File: src/rtl/csa32_result_fifo_pkg.sv
// Shared types and constants for the carry-select adder result path.
package csa_pkg;
  localparam int WORD_W = 32;
  localparam logic [WORD_W-1:0] SAT_POS = 32'h7FFF_FFFF;
  localparam logic [WORD_W-1:0] SAT_NEG = 32'h8000_0000;

  typedef struct packed {
    logic [WORD_W-1:0] sum;
    logic              cout;
    logic              of;
  } result_t;
endpackage

File: src/rtl/csa32_result_fifo_if.sv
// Producer/consumer handshake bundle around the adder result FIFO.
interface csa32_result_fifo_if
  import csa_pkg::*;
#(
  parameter int WIDTH = WORD_W
);
  logic             in_valid;
  logic             in_ready;
  logic [WIDTH-1:0] in_sum;
  logic             in_cout;
  logic             in_of;
  logic             out_valid;
  logic             out_ready;
  logic [WIDTH-1:0] out_sum;
  logic             out_cout;
  logic             out_of;

  modport master (
    output in_valid, in_sum, in_cout, in_of, out_ready,
    input  in_ready, out_valid, out_sum, out_cout, out_of
  );

  modport slave (
    input  in_valid, in_sum, in_cout, in_of, out_ready,
    output in_ready, out_valid, out_sum, out_cout, out_of
  );
endinterface

File: src/rtl/csa32_result_fifo_sat.sv
// Combinational clamp of an overflowed two's-complement sum to the nearest extreme.
module csa_sat
  import csa_pkg::*;
#(
  parameter int WIDTH = WORD_W
) (
  input  logic signed [WIDTH-1:0] sum_i,
  input  logic                    of_i,
  output logic signed [WIDTH-1:0] sum_o
);
  localparam logic signed [WIDTH-1:0] POS_MAX = {1'b0, {(WIDTH-1){1'b1}}};
  localparam logic signed [WIDTH-1:0] NEG_MIN = {1'b1, {(WIDTH-1){1'b0}}};

  // A wrapped-negative sign bit means the true result overflowed upward.
  always_comb begin
    sum_o = sum_i;
    if (of_i) sum_o = sum_i[WIDTH-1] ? POS_MAX : NEG_MIN;
  end
endmodule

File: src/rtl/csa32_result_fifo.sv
// Result capture FIFO with saturating overflow counter and sticky flag.
// Optional sum clamping of overflowed results is enabled by CSA32_RESULT_SAT_EN.
module csa32_result_fifo
  import csa_pkg::*;
#(
  parameter int DEPTH = 4,
  parameter int WIDTH = WORD_W,
  parameter int CNT_W = 16
) (
  input  logic                       clk,
  input  logic                       rst,
  csa32_result_fifo_if.slave         bus,
  output logic [$clog2(DEPTH+1)-1:0] level,
  output logic [CNT_W-1:0]           ovf_count,
  output logic                       ovf_sticky
);
  localparam int PTR_W = $clog2(DEPTH);
  localparam int LVL_W = $clog2(DEPTH+1);
  localparam int ENT_W = WIDTH + 2;
  localparam logic [LVL_W-1:0] FULL_LVL = LVL_W'(DEPTH);

  logic [ENT_W-1:0] mem_q [DEPTH];
  logic [PTR_W-1:0] wr_ptr_q, wr_ptr_d, rd_ptr_q, rd_ptr_d;
  logic [LVL_W-1:0] level_q, level_d;
  logic [CNT_W-1:0] ovf_q, ovf_d;
  logic             sticky_q, sticky_d;
  logic             push, pop;
  logic [WIDTH-1:0] wr_sum;

`ifdef CSA32_RESULT_SAT_EN
  csa_sat #(.WIDTH(WIDTH)) u_sat (
    .sum_i (bus.in_sum),
    .of_i  (bus.in_of),
    .sum_o (wr_sum)
  );
`else
  assign wr_sum = bus.in_sum;
`endif

  // Handshake flags come from level alone, never from the peer's strobes.
  assign bus.in_ready  = (level_q != FULL_LVL);
  assign bus.out_valid = (level_q != '0);
  assign push = bus.in_valid & bus.in_ready;
  assign pop  = bus.out_valid & bus.out_ready;

  assign {bus.out_sum, bus.out_cout, bus.out_of} = mem_q[rd_ptr_q];
  assign level      = level_q;
  assign ovf_count  = ovf_q;
  assign ovf_sticky = sticky_q;

  always_comb begin
    wr_ptr_d = wr_ptr_q;
    rd_ptr_d = rd_ptr_q;
    level_d  = level_q;
    ovf_d    = ovf_q;
    sticky_d = sticky_q;
    if (push) wr_ptr_d = wr_ptr_q + PTR_W'(1);
    if (pop)  rd_ptr_d = rd_ptr_q + PTR_W'(1);
    case ({push, pop})
      2'b10:   level_d = level_q + LVL_W'(1);
      2'b01:   level_d = level_q - LVL_W'(1);
      default: level_d = level_q;
    endcase
    if (push && bus.in_of) begin
      sticky_d = 1'b1;
      if (ovf_q != '1) ovf_d = ovf_q + CNT_W'(1);
    end
  end

  always_ff @(posedge clk) begin
    if (rst) begin
      wr_ptr_q <= '0;
      rd_ptr_q <= '0;
      level_q  <= '0;
      ovf_q    <= '0;
      sticky_q <= 1'b0;
      for (int i = 0; i < DEPTH; i++) mem_q[i] <= '0;
    end else begin
      wr_ptr_q <= wr_ptr_d;
      rd_ptr_q <= rd_ptr_d;
      level_q  <= level_d;
      ovf_q    <= ovf_d;
      sticky_q <= sticky_d;
      if (push) mem_q[wr_ptr_q] <= {wr_sum, bus.in_cout, bus.in_of};
    end
  end
endmodule

File: src/flat_wrapper.sv
// flat-port wrapper written by rule: the top's interface ports become plain ports
module csa32_result_fifo_flat import csa_pkg::*;
#(
  parameter int DEPTH = 4,
  parameter int WIDTH = WORD_W,
  parameter int CNT_W = 16
)
  (clk, rst, level, ovf_count, ovf_sticky, bus_in_valid, bus_in_sum, bus_in_cout, bus_in_of, bus_out_ready, bus_in_ready, bus_out_valid, bus_out_sum, bus_out_cout, bus_out_of);
  csa32_result_fifo_if #(.WIDTH(WIDTH)) bus_i ();
  input  logic clk;
  input  logic rst;
  output logic [$clog2(DEPTH+1)-1:0] level;
  output logic [CNT_W-1:0] ovf_count;
  output logic ovf_sticky;
  input wire logic [$bits(bus_i.in_valid)-1:0] bus_in_valid;
  input wire logic [$bits(bus_i.in_sum)-1:0] bus_in_sum;
  input wire logic [$bits(bus_i.in_cout)-1:0] bus_in_cout;
  input wire logic [$bits(bus_i.in_of)-1:0] bus_in_of;
  input wire logic [$bits(bus_i.out_ready)-1:0] bus_out_ready;
  output wire logic [$bits(bus_i.in_ready)-1:0] bus_in_ready;
  output wire logic [$bits(bus_i.out_valid)-1:0] bus_out_valid;
  output wire logic [$bits(bus_i.out_sum)-1:0] bus_out_sum;
  output wire logic [$bits(bus_i.out_cout)-1:0] bus_out_cout;
  output wire logic [$bits(bus_i.out_of)-1:0] bus_out_of;
  assign bus_i.in_valid = bus_in_valid;
  assign bus_i.in_sum = bus_in_sum;
  assign bus_i.in_cout = bus_in_cout;
  assign bus_i.in_of = bus_in_of;
  assign bus_i.out_ready = bus_out_ready;
  assign bus_in_ready = bus_i.in_ready;
  assign bus_out_valid = bus_i.out_valid;
  assign bus_out_sum = bus_i.out_sum;
  assign bus_out_cout = bus_i.out_cout;
  assign bus_out_of = bus_i.out_of;
  csa32_result_fifo #(.DEPTH(DEPTH), .WIDTH(WIDTH), .CNT_W(CNT_W)) u_core (.clk(clk), .rst(rst), .bus(bus_i), .level(level), .ovf_count(ovf_count), .ovf_sticky(ovf_sticky));
endmodule
File: config.mk
export PLATFORM = sky130hd
export DESIGN_NAME = csa32_result_fifo_flat
export DESIGN_NICKNAME = d
export VERILOG_FILES = /design/src/rtl/csa32_result_fifo_pkg.sv /design/src/rtl/csa32_result_fifo_if.sv /design/src/rtl/csa32_result_fifo_sat.sv /design/src/rtl/csa32_result_fifo.sv /design/src/flat_wrapper.sv
export SDC_FILE = /design/constraint.sdc
export NUM_CORES = 1
export LEC_CHECK = 0
export ABC_AREA = 1
export BUFFER_PORTS_ARGS = -buffer_cell sky130_fd_sc_hd__buf_2
export CAP_MARGIN = 20
export CELL_PAD_IN_SITES_DETAIL_PLACEMENT = 1
export CELL_PAD_IN_SITES_GLOBAL_PLACEMENT = 1
export CORE_ASPECT_RATIO = 0.75
export CORE_MARGIN = 5
export CORE_UTILIZATION = 30
export CTS_BUF_LIST = sky130_fd_sc_hd__clkbuf_4 sky130_fd_sc_hd__clkbuf_8 sky130_fd_sc_hd__clkbuf_16
export DETAILED_ROUTE_END_ITERATION = 10
export GPL_ROUTABILITY_DRIVEN = 0
export PLACE_DENSITY_LB_ADDON = 0.1
export SLEW_MARGIN = 20
export SYNTH_ARGS = -nofsm -noshare
export SYNTH_HDL_FRONTEND = slang
export SYNTH_SLANG_ARGS = --single-unit
File: constraint.sdc
create_clock -name clk -period 4.4 [get_ports clk]
set_clock_uncertainty 0.2 [all_clocks]
set_input_delay 0.22 -clock clk [delete_from_list [all_inputs] [get_ports clk]]
set_output_delay 0.22 -clock clk [all_outputs]
set_load 0.02 [all_outputs]
# ---- Yosys cells after proc, flatten, opt, wreduce, memory -nomap -nowiden
# Memories as Yosys holds them, arrays and structs flattened. A register that Yosys moved wholly into a read port is not among the register bits.
# Index checks and enable logic that the tools add are counted.
dict set report word_totals {
  in_bits 38
  mem_count 1
  regBits 24
  ramBits 136
  elab_cells 33
  output_inout_bits 56
}
dict set report classes {
  bitwise_logic 2
  mux 11
  eq_ne 4
  reduce_logical 5
  add_sub_neg 5
}
# name depth width read_ports rd_clocked_by_memory_dff wr line_no
set memory_table {}
lappend memory_table {u_core.mem_q 4 34 1 1 4 csa32_result_fifo.sv:22} ;# logic [ENT_W-1:0] mem_q [DEPTH];
# cell count
set op_table {}
lappend op_table {{$mux W34} 1}
lappend op_table {{$reduce_or A34 Y1} 1}
lappend op_table {{$add A16 B1 Y16 const B} 1}
lappend op_table {{$ne A16 B16 Y1 const B} 1}
lappend op_table {{$mux W1} 6}
lappend op_table {{$mux W2} 3}
lappend op_table {{$pmux W3 S2} 1}
lappend op_table {{$add A2 B1 Y2 const B} 2}
lappend op_table {{$add A3 B1 Y3 const B} 1}
lappend op_table {{$ne A3 B3 Y1 const B} 1}
lappend op_table {{$reduce_bool A3 Y1} 1}
lappend op_table {{$sub A3 B1 Y3 const B} 1}
lappend op_table {{$and A1 B1 Y1} 2}
lappend op_table {{$eq A2 B1 Y1 const B} 1}
lappend op_table {{$eq A2 B2 Y1 const B} 1}
lappend op_table {{$reduce_and A2 Y1} 1}
lappend op_table {{$reduce_bool A2 Y1} 1}
lappend op_table {{$logic_and A1 B1 Y1} 1}

# ---- Depth between registers and ports, before layout
# Gate-level depths: netlist of run 1.
dict set report depth {
  word_depth 7
  ltp_mapped 11
  mapped_depth_nobuf 10
}

# ---- Worst setup path after synthesis of run 1
# Ideal clock, no wire load.
dict set report synth_path {
  kind {register to register}
  start {reg u_core.level_q[0] (netlist: u_core.level[0])}
  end {mem u_core.mem_q[2][0] (netlist bit), enable pin}
  required_ps 3728
  t_arrival_ps 3436
  path_buffers 0
  path_stages_with_launch 7
  setup_ps 472
  slack_ps 292
  period_less_slack_ps 4108
  path_cell_list {dfxtp_1 -> inv_2 -> nand3_4 -> nand3_4 -> nor2_2 -> inv_1 -> o21ai_0}
}
# element line_no
set synth_rtl {}
lappend synth_rtl {{start: declaration} csa32_result_fifo.sv:24} ;# logic [LVL_W-1:0] level_q, level_d;
lappend synth_rtl {{start signal: assignment} csa32_result_fifo.sv:81} ;# level_q <= level_d;
lappend synth_rtl {{end: declaration} csa32_result_fifo.sv:22}

==> results of run 1 <==
==> how the worst max path moves through the flow <==
stage,startpoint,endpoint,slack [ns],cells after the start
finish,flip-flop,bus_out_sum[19],1.52,6
global route,flip-flop,bus_out_cout,1.28,5
CTS,flip-flop,bus_out_cout,1.40,5
detailed placement,rst,u_core.mem_q[2][2],1.80,8
global placement,rst,u_core.mem_q[2][30],1.83,8
floorplan,u_core.level[0],u_core.mem_q[2][0],0.29,6
==> flip-flops by register name (all words and copies together) (netlist names), named ones only <==
| register | cells |
|---|---|
| u_core.wr_ptr_q | 2 |
| u_core.level | 3 |
| u_core.rd_ptr_q | 2 |
| u_core.mem_q | 136 |
| u_core.ovf_count | 16 |
| u_core.ovf_sticky | 1 |
==> power groups by stage <==
stage / combinational [mW] / clock [mW] / sequential (mW)
after floorplan: 0.775 / 0 / 1.93
after global placement: 1.22 / 0 / 1.91
after detailed placement: 1.25 / 0 / 1.92
after CTS: 1.28 / 1.42 / 1.88
after global routing: 1.38 / 1.49 / 1.90
final: 1.25 / 1.38 / 1.88
==> repair_timing <==
item	CTS	global route
buffers inserted	0	0
setup endpoints to repair	0	0
hold endpoints to repair	69	0
hold buffers	35	0
==> Yosys cell counts (9+ instances only) <==
| cell | number |
|---|---|
| o21ai_0 | 81 |
| inv_2 | 18 |
| inv_1 | 73 |
| nor2_2 | 33 |
| nand2_1 | 48 |
| o22ai_1 | 35 |
| buf_2 | 10 |
| edfxtp_1 | 136 |
| a21oi_1 | 15 |
| dfxtp_1 | 26 |
| clkbuf_1 | 23 |
| nor2_1 | 221 |
| nand3_1 | 9 |
==> layer usage <==
layer	wire length [um]	global-route usage, %	vias up
li1	-	-	2737
met1	10100	20.5	2738
met2	9780	25.8	81
met3	743	3.29	11
met4	148	3.84	0
met5	0	0	-
==> final cells by class <==
type                    instances  area share, %
clock buffers                  17           4.71
well taps                     331           4.59
inverters                      94           3.94
repair buffers                139           9.95
multi-input cells             463           24.6
flip-flops and latches        162           51.0
clock inverters                15           1.21
==> metrics by stage <==
step                std cells  hold WS [ns]  total power [mW]
floorplan                 756         0.238              2.70
global placement         1154         0.258              3.13
detailed placement       1154         0.263              3.17
CTS                      1221         0.104              4.58
global route             1221         0.121              4.77
finish                   1221         0.136              4.51
==> critical path, delay by kind of cell (launching register included) <==
family          cells  cell delay, ns
buf+inv             4            1.42
flops               1            0.30
compound gates      2            0.30
==> logic make-up after synthesis <==
family,after synthesis,synth area share (%)
simple gates,328,19.5
fa+ha+maj,3,0.617
flops,162,63.0
compound gates,132,9.68
buf+inv,131,7.16
==> layout by cell type (no fill, tap or decap), types with 2 or more instances in the layout <==
cell | Yosys | layout
nor2_1 | 221 | 221
nand2_1 | 48 | 47
inv_1 | 73 | 72
buf_2 | 10 | 93
o22ai_1 | 35 | 35
nand3_4 | 3 | 3
dfxtp_1 | 26 | 25
nand3_1 | 9 | 9
a21oi_1 | 15 | 15
inv_6 | 0 | 3
o21ai_4 | 0 | 2
clkbuf_16 | 0 | 17
clkinv_2 | 0 | 4
inv_2 | 18 | 18
buf_4 | 3 | 11
nor2_4 | 2 | 2
clkinvlp_4 | 0 | 4
ha_1 | 2 | 2
nand4_1 | 3 | 3
clkinv_4 | 0 | 2
nand2_2 | 3 | 3
edfxtp_1 | 136 | 136
dlygate4sd3_1 | 0 | 35
nor2_2 | 33 | 33
o21ai_0 | 81 | 79
clkinv_1 | 3 | 4
==> reports/metrics.csv, run 1 <==
metric;value;unit
root buffer cell;clkbuf_16;
clock-pin slew on the worst setup and hold paths;0.07;ns
final setup margin;1.52;ns
Least-Margin Pin Slew;0.850;ns
Avg Cell Area, Syn;9.66;um^2
Tcrit/Tclk final;65.4;%
area fraction of the dominant cell type after synthesis;55.9;%
Net Sw Frac;35.5;%
final setup TNS;0;ns
Cells after Synth;756;
largest net degree at the start of global routing;69;
Tot GR Track Use;15.4;%
top cells by area, synth;edfxtp_1 (56%), nor2_1 (11%), dfxtp_1 (7.1%);
Slew Limit Fails;0;
PD cells;499;nW/um^2
Die W;190;um
crit end category;output pin;
Vias/cell;4.56;
Ports;94;
Hold Violations, Final;0;
HP Start;bus_in_valid;
Die ar.;27600;um^2
HPWL Detailed;12900;um
via count;5567;
flops & latches, synth;162;
crit path time final;2.88;ns
Flop pwr share;41.8;%
Worst setup SP type;flip-flop;
Resize count post-CTS;0;
Die Height;145;um
Initial DRC Count;261;
Yosys top cell by area;edfxtp_1;
Min-Delay Endpoint;u_core.wr_ptr_q[0];
row count;49;
Antenna diodes;0;
most common flop cell mapped by yosys;edfxtp_1;
CTS tree;yes;
critical-path maximum fanout;35;
hold crit path type;in -> reg;
Clk Latency, worst-skew pair;0.43;ns
RSZ-0062 raised after global routing;false;
Clock Power Share;30.5;%
Sink Count;162;
Post-synth EDFFs;136;
count of cell types in the netlist;29;
critical path class;reg -> out;
syn nets;797;
FF-to-FF Start;u_core.level[0];
CORE AREA;24000;um^2
Post-route DRC;0;
most used cell, CP;buf_4;
LEAKAGE;3.55;nW
nets@finish;918;
Worst Path Required;3.98;ns
Starting Density;30.5;%
final core occ;37.7;%
Max stage delay on crit path;0.66;ns
maximum vdd ir drop;0.277;mV
Overflow after GRT;0;
CTS HTree Levels;4;
first-pass GRT wire length;33600;um
final setup fails;0;
Worst Reg-to-Reg Cells;7;
Slew headroom;43.3;%
PortBufs;93;
DP Area;8150;um^2
P_sw;1.60;mW
share of post-route cells with drive strength above 1;22.7;%
Synth async-reset ratio;0;%
Hold Path Cell Cnt;5;
Syn. warnings;0;
Antenna Nets Post-Route;0;
Num CTS Buffers;17;
fill count;2769;
Detailed Routing Iterations Pass 1;4;
fmax;348;MHz
FF/Latch Area;4610;um^2
sequential fraction of the synthesis area;63.0;%
outcome;finished clean;
reg2reg setup slack;1.98;ns
multi-input logic area;2220;um^2
WP data arrival;2.46;ns
routed wire length;20800;um
vias in the first global route;6138;
Area growth, synth to finish;23.6;%
fin area;9030;um^2
Crit Reg-Reg Endpoint;u_core.mem_q[2][33];
worst path cell trace;buf_4 -> inv_1 -> buf_4 -> o21ai_0 -> o22ai_1 -> buf_2;
Netlist Area Pre-Place;7310;um^2
logic gate share of total power;27.7;%
Pint;2.90;mW
dpl ws;1.80;ns
Max Cap Violations;0;
Clock Path Buffers;2;
slowest CP cell;inv_1;
initial antenna violation count;0;
Avg WL per Cell;17.0;um
Note: power is estimated with default switching activity, not from simulation.
==> run 2, diff against run 1 <==
==> constraint.sdc (replaced) <==
create_clock -name clk -period 2.5 [get_ports clk]
set_clock_uncertainty 0.2 [all_clocks]
set_input_delay 0.125 -clock clk [delete_from_list [all_inputs] [get_ports clk]]
set_output_delay 0.125 -clock clk [all_outputs]
set_load 0.02 [all_outputs]
==> run 2 against run 1 <==
Effect of this change: critical path depth rose by 4; utilization rose by 0.78 points; cell count rose by 0.82%; wire length rose by 0.59%; register-to-register slack got worse by 1.9 ns; non-clock buffer count rose by 10; highest routed layer unchanged.
==> reports/metrics.csv, run 2 (same netlist as run 1, synthesis figures left out) <==
metric;value;unit;change
outcome;finished clean;;
Hold Path Cell Cnt;3;;-2
# Post-CTS Setup Buffers;0;;unchanged
Area growth, synth to finish;26.2;%;
HPWL Detailed;13400;um;+3.6%
RSZ-0062 raised after global routing;false;;
Worst Reg-to-Reg Cells;10;;+3
Initial DRC Count;238;;-8.8%
commonest non-fill, non-tap cells in the layout;nor2_1 (221), edfxtp_1 (136), buf_2 (93);;
CTS tree;yes;;
Antenna diodes;0;;unchanged
initial antenna violation count;0;;unchanged
Worst setup SP type;flip-flop;;
reg2reg setup slack;0.10;ns;-1.88 ns
met2 Track Usage GR;25.3;%;-0.52 points
Clock Path Buffers;2;;unchanged
critical path class;reg -> reg;;
Crit Reg-Reg Endpoint;u_core.level[2];;
Starting Density;30.5;%;unchanged
crit end category;flip-flop;;
nets@finish;928;;+1.1%
Die ar.;27600;um^2;unchanged
row count;49;;unchanged
Sink Count;162;;unchanged
final setup TNS;0;ns;unchanged
Overflow after GRT;0;;unchanged
Least-Margin Pin Slew;0.611;ns;-0.238 ns
PD cells;906;nW/um^2;+82%
crit path time final;2.40;ns;
root buffer cell;clkbuf_16;;
GRT met1 Usage;21.0;%;+0.47 points
placed insts;1164;;+0.87%
DP Area;8240;um^2;+1.2%
Min-Delay Endpoint;u_core.mem_q[3][7];;
via count;5661;;+1.7%
Largest register FFs;136;;unchanged
share of post-route cells with drive strength above 1;24.1;%;+1.4 points
first-pass GRT wire length;33600;um;+0.10%
vias in the first global route;6133;;-0.081%
Hold Violations, Final;0;;unchanged
global route hottest layer;met2;;
Tot GR Track Use;15.5;%;+0.073 points
Slew Limit Fails;0;;unchanged
CTS HTree Levels;4;;unchanged
LEAKAGE;3.65;nW;+2.8%
PortBufs;93;;unchanged
maximum vdd ir drop;0.567;mV;+110%
Post-route DRC;0;;unchanged
WP data arrival;2.49;ns;+0.03 ns
final setup fails;0;;unchanged
most common cell after layout, fill and taps aside;nor2_1;;
Hold Slack;0.0756;ns;-0.0600 ns
Tcrit/Tclk final;95.9;%;
clock-pin slew on the worst setup and hold paths;0.07;ns;about the same
FF-to-FF Start;u_core.level[0];;
met3 Usage GRT;3.46;%;+0.17 points
routed wire length;20900;um;+0.59%
Detailed Routing Iterations Pass 1;4;;unchanged
CORE AREA;24000;um^2;unchanged
Ports;94;;unchanged
Worst Path Required;2.59;ns;-1.39 ns
fin cells;1231;;+0.82%
Clk Latency, worst-skew pair;0.43;ns;about the same
Vias/cell;4.60;;+0.86%
fmax;417;MHz;
Num CTS Buffers;17;;unchanged
Largest Register;u_core.mem_q;;
Avg WL per Cell;17.0;um;-0.23%
largest net degree at the start of global routing;37;;-46%
hold crit path type;in -> reg;;
critical-path maximum fanout;5;;-86%
Max Cap Violations;0;;unchanged
HP Start;bus_in_valid;;
Antenna Nets Post-Route;0;;unchanged
Die Height;145;um;unchanged
Die W;190;um;unchanged
fin area;9220;um^2;+2.1%
Slew headroom;59.0;%;+16 points
## run 2: worst max-delay path, cell delays in order, from the launching register on
cell and delay, ns:
dfxtp_1 0.40, inv_2 0.10, nand3_1 0.10, and2_2 0.19
ha_1 0.15, inv_1 0.07, fa_1 0.39, a21oi_1 0.19
o21ai_0 0.16, o21ai_0 0.22, a21oi_1 0.09
## run 2: through the flow
stage	setup WS [ns]	power [mW]	utilization (%)
6_report	0.103	8.35	38.4
5_1_grt	0.0438	8.81	38.4
4_1_cts	0.0220	8.49	38.4
3_5_place_dp	0.0612	5.64	34.4
3_3_place_gp	0.344	5.57	34.4
2_1_floorplan	-0.537	4.75	-
## run 2: how the worst max path moves through the flow
| stage | start | endpoint | slack, ns | cells after the start |
|---|---|---|---|---|
| 3_5_place_dp | u_core.level[2] | u_core.level[2] | 0.06 | 10 |
| 2_1_floorplan | u_core.level[0] | u_core.mem_q[1][0] | -0.54 | 4 |
| 3_3_place_gp | u_core.level[2] | u_core.level[2] | 0.34 | 10 |
| 6_report | u_core.level[0] | u_core.level[2] | 0.10 | 10 |
| 5_1_grt | u_core.level[0] | u_core.level[2] | 0.04 | 10 |
| 4_1_cts | u_core.level[2] | u_core.level[2] | 0.02 | 10 |
## run 2: power by group
part | internal (mW) | switching (mW)
Combinational | 0.659 | 1.58
Clock | 1.60 | 1.19
Sequential | 3.22 | 0.105
Total | 5.48 | 2.87
## run 2: cell type report
cell class | instances | area (um^2)
clock buffer | 17 | 425
clock inverter | 15 | 195
sequential | 162 | 4610
inverter | 94 | 357
timing repair buffer | 149 | 998
fill | 2746 | 14800
tap | 331 | 414
multi-input combinational | 463 | 2220
## run 2: per-layer routing
layer  share of wire (%)  vias to the layer above
met5                   0                        -
met4                 1.1                        0
met3                 4.0                       17
met2                  46                      106
met1                  48                     2777
li1                    -                     2761
## run 2: timing repair
action | in CTS | in global routing
hold buffers | 35 | 0
hold endpoints to repair | 131 | 0
endpoints found under the setup margin | 0 | 2
gates resized for setup | 0 | 3
==> run 3, diff against run 2 <==
--- a/config.mk
+++ b/config.mk
@@ -17,7 +17,6 @@
 export DETAILED_ROUTE_END_ITERATION = 10
 export GPL_ROUTABILITY_DRIVEN = 0
 export PLACE_DENSITY_LB_ADDON = 0.1
-export SLEW_MARGIN = 20
 export SYNTH_ARGS = -nofsm -noshare
 export SYNTH_HDL_FRONTEND = slang
 export SYNTH_SLANG_ARGS = --single-unit
==> constraint.sdc (replaced) <==
create_clock -name clk -period 2.6 [get_ports clk]
set_clock_uncertainty 0.2 [all_clocks]
set_input_delay 0.13 -clock clk [delete_from_list [all_inputs] [get_ports clk]]
set_output_delay 0.13 -clock clk [all_outputs]
set_load 0.02 [all_outputs]
==> run 3 against run 2 <==
Effect of this change: clock-buffer cell count is 1 higher; combinational power is 3% lower; sequential power is 4% lower; fmax is 3.7% higher; clock power is 13% lower; non-clock buffer count is 2 lower; cell count is 0.16% lower; critical path type unchanged; largest cell class unchanged.
==> reports/metrics.csv, run 3 (same netlist as run 1, synthesis figures left out) <==
metric;value;unit;change
HPWL Detailed;12900;um;-3.3%
clock-pin slew on the worst setup and hold paths;0.07;ns;about the same
vias in the first global route;6255;;+2.0%
Area growth, synth to finish;25.4;%;
fin cells;1229;;-0.16%
fin area;9160;um^2;-0.60%
fmax;433;MHz;+3.7%
maximum vdd ir drop;0.458;mV;-19%
placed insts;1162;;-0.17%
CORE AREA;24000;um^2;unchanged
Worst Path Required;2.70;ns;+0.11 ns
Sink Count;162;;unchanged
Clock Power Share;31.1;%;-2.3 points
Largest register FFs;136;;unchanged
Slew Limit Fails;0;;unchanged
Tcrit/Tclk final;88.9;%;-7.0 points
LEAKAGE;3.60;nW;-1.2%
most common cell after layout, fill and taps aside;nor2_1;;
Starting Density;30.5;%;unchanged
Clock Path Buffers;2;;unchanged
Max Cap Violations;0;;unchanged
PortBufs;93;;unchanged
Die W;190;um;unchanged
multi-input logic area;2220;um^2;about the same
critical-path maximum fanout;4;;-1
Initial DRC Count;205;;-14%
Least-Margin Pin Slew;0.705;ns;+0.0938 ns
final setup fails;0;;unchanged
Overflow after GRT;0;;unchanged
Largest Register;u_core.mem_q;;
crit end category;flip-flop;;
routed wire length;21000;um;+0.23%
logic gate share of total power;28.0;%;+1.2 points
Die ar.;27600;um^2;unchanged
outcome;finished clean;;
Antenna diodes;0;;unchanged
Antenna Nets Post-Route;0;;unchanged
Hold Violations, Final;0;;unchanged
Pint;5.08;mW;-7.2%
Detailed Routing Iterations Pass 1;4;;unchanged
Die Height;145;um;unchanged
CTS HTree Levels;4;;unchanged
nets@finish;926;;-0.22%
Tot GR Track Use;15.5;%;-0.019 points
Ports;94;;unchanged
via count;5630;;-0.55%
Slew headroom;53.0;%;-6.0 points
Post-route DRC;0;;unchanged
Hold Slack;0.0406;ns;-0.0350 ns
PD cells;850;nW/um^2;-6.1%
row count;49;;unchanged
root buffer cell;clkbuf_16;;
P_sw;2.71;mW;-5.8%
Flop pwr share;40.9;%;+1.1 points
Vias/cell;4.58;;-0.39%
WP data arrival;2.41;ns;-0.08 ns
crit path time final;2.31;ns;-0.0863 ns
FF/Latch Area;4610;um^2;about the same
initial antenna violation count;0;;unchanged
Clk Latency, worst-skew pair;0.42;ns;about the same
RSZ-0062 raised after global routing;false;;
share of post-route cells with drive strength above 1;23.5;%;-0.61 points
largest net degree at the start of global routing;69;;+86%
total chip power;7.79;mW;-6.7%
Num CTS Buffers;17;;unchanged
hold crit path type;in -> reg;;
commonest non-fill, non-tap cells in the layout;nor2_1 (221), edfxtp_1 (136), buf_2 (93);;
Avg WL per Cell;17.0;um;+0.39%
CTS tree;yes;;
Net Sw Frac;34.7;%;+0.35 points
first-pass GRT wire length;33600;um;-0.18%
critical path class;reg -> reg;;
fill count;2742;;-0.15%
DP Area;8250;um^2;+0.11%
final setup TNS;0;ns;unchanged
Worst setup SP type;flip-flop;;
-- run 3: final timing paths --
path / startpoint / endpoint / slack [ns] / depth (start not counted)
worst min register to register: u_core.ovf_sticky / u_core.ovf_sticky / 0.26 / 2
worst max register to register: u_core.level[0] / u_core.level[2] / 0.29 / 10
worst max-delay path: u_core.level[0] / u_core.level[2] / 0.29 / 10
worst min-delay path: bus_in_valid / u_core.wr_ptr_q[0] / 0.04 / 5
-- run 3: layer usage --
metal | track usage [%] | up-vias | wire length, um
li1 | - | 2750 | -
met2 | 26.2 | 70 | 10100
met1 | 20.5 | 2796 | 10100
met5 | 0 | - | 0
met4 | 3.55 | 0 | 183
met3 | 3.24 | 14 | 578
-- run 3: area by class of cell --
| class | count | share of cell area, % |
|---|---|---|
| Sequential cell | 162 | 50.3 |
| Multi-Input combinational cell | 463 | 24.2 |
| Timing Repair Buffer | 147 | 11.0 |
| Clock buffer | 18 | 4.73 |
| Tap cell | 331 | 4.52 |
| Inverter | 94 | 3.85 |
| Clock inverter | 14 | 1.42 |
-- run 3: power by group through the flow --
stage / registers (mW) / clock network (mW) / logic, mW
global placement: 3.23 / 0 / 2.15
floorplan: 3.25 / 0 / 1.31
detailed placement: 3.25 / 0 / 2.19
global route: 3.21 / 2.61 / 2.41
CTS: 3.19 / 2.51 / 2.23
finish: 3.19 / 2.42 / 2.18
-- run 3: critical path, stage by stage, from the launching register on --
cell and delay, ns:
dfxtp_1 0.34, inv_2 0.11, nand3_4 0.12, nand2_1 0.25, ha_1 0.21, inv_1 0.07, fa_1 0.38, a21oi_1 0.17
o21ai_0 0.12, o21ai_0 0.18, a21oi_1 0.05
-- run 3: metrics by stage --
| step | setup WS, ns | util, % |
|---|---|---|
| after CTS | 0.263 | 38.2 |
| after global routing | 0.0701 | 38.2 |
| after detailed placement | 0.291 | 34.4 |
| after global placement | 0.360 | 34.4 |
| final | 0.289 | 38.2 |
| after floorplan | -0.437 | - |
-- run 3: timing repair --
action / in CTS / in global routing
setup buffers: 0 / 0
hold buffers: 35 / 0
gates resized for setup: 0 / 0
hold endpoints to repair: 121 / 0
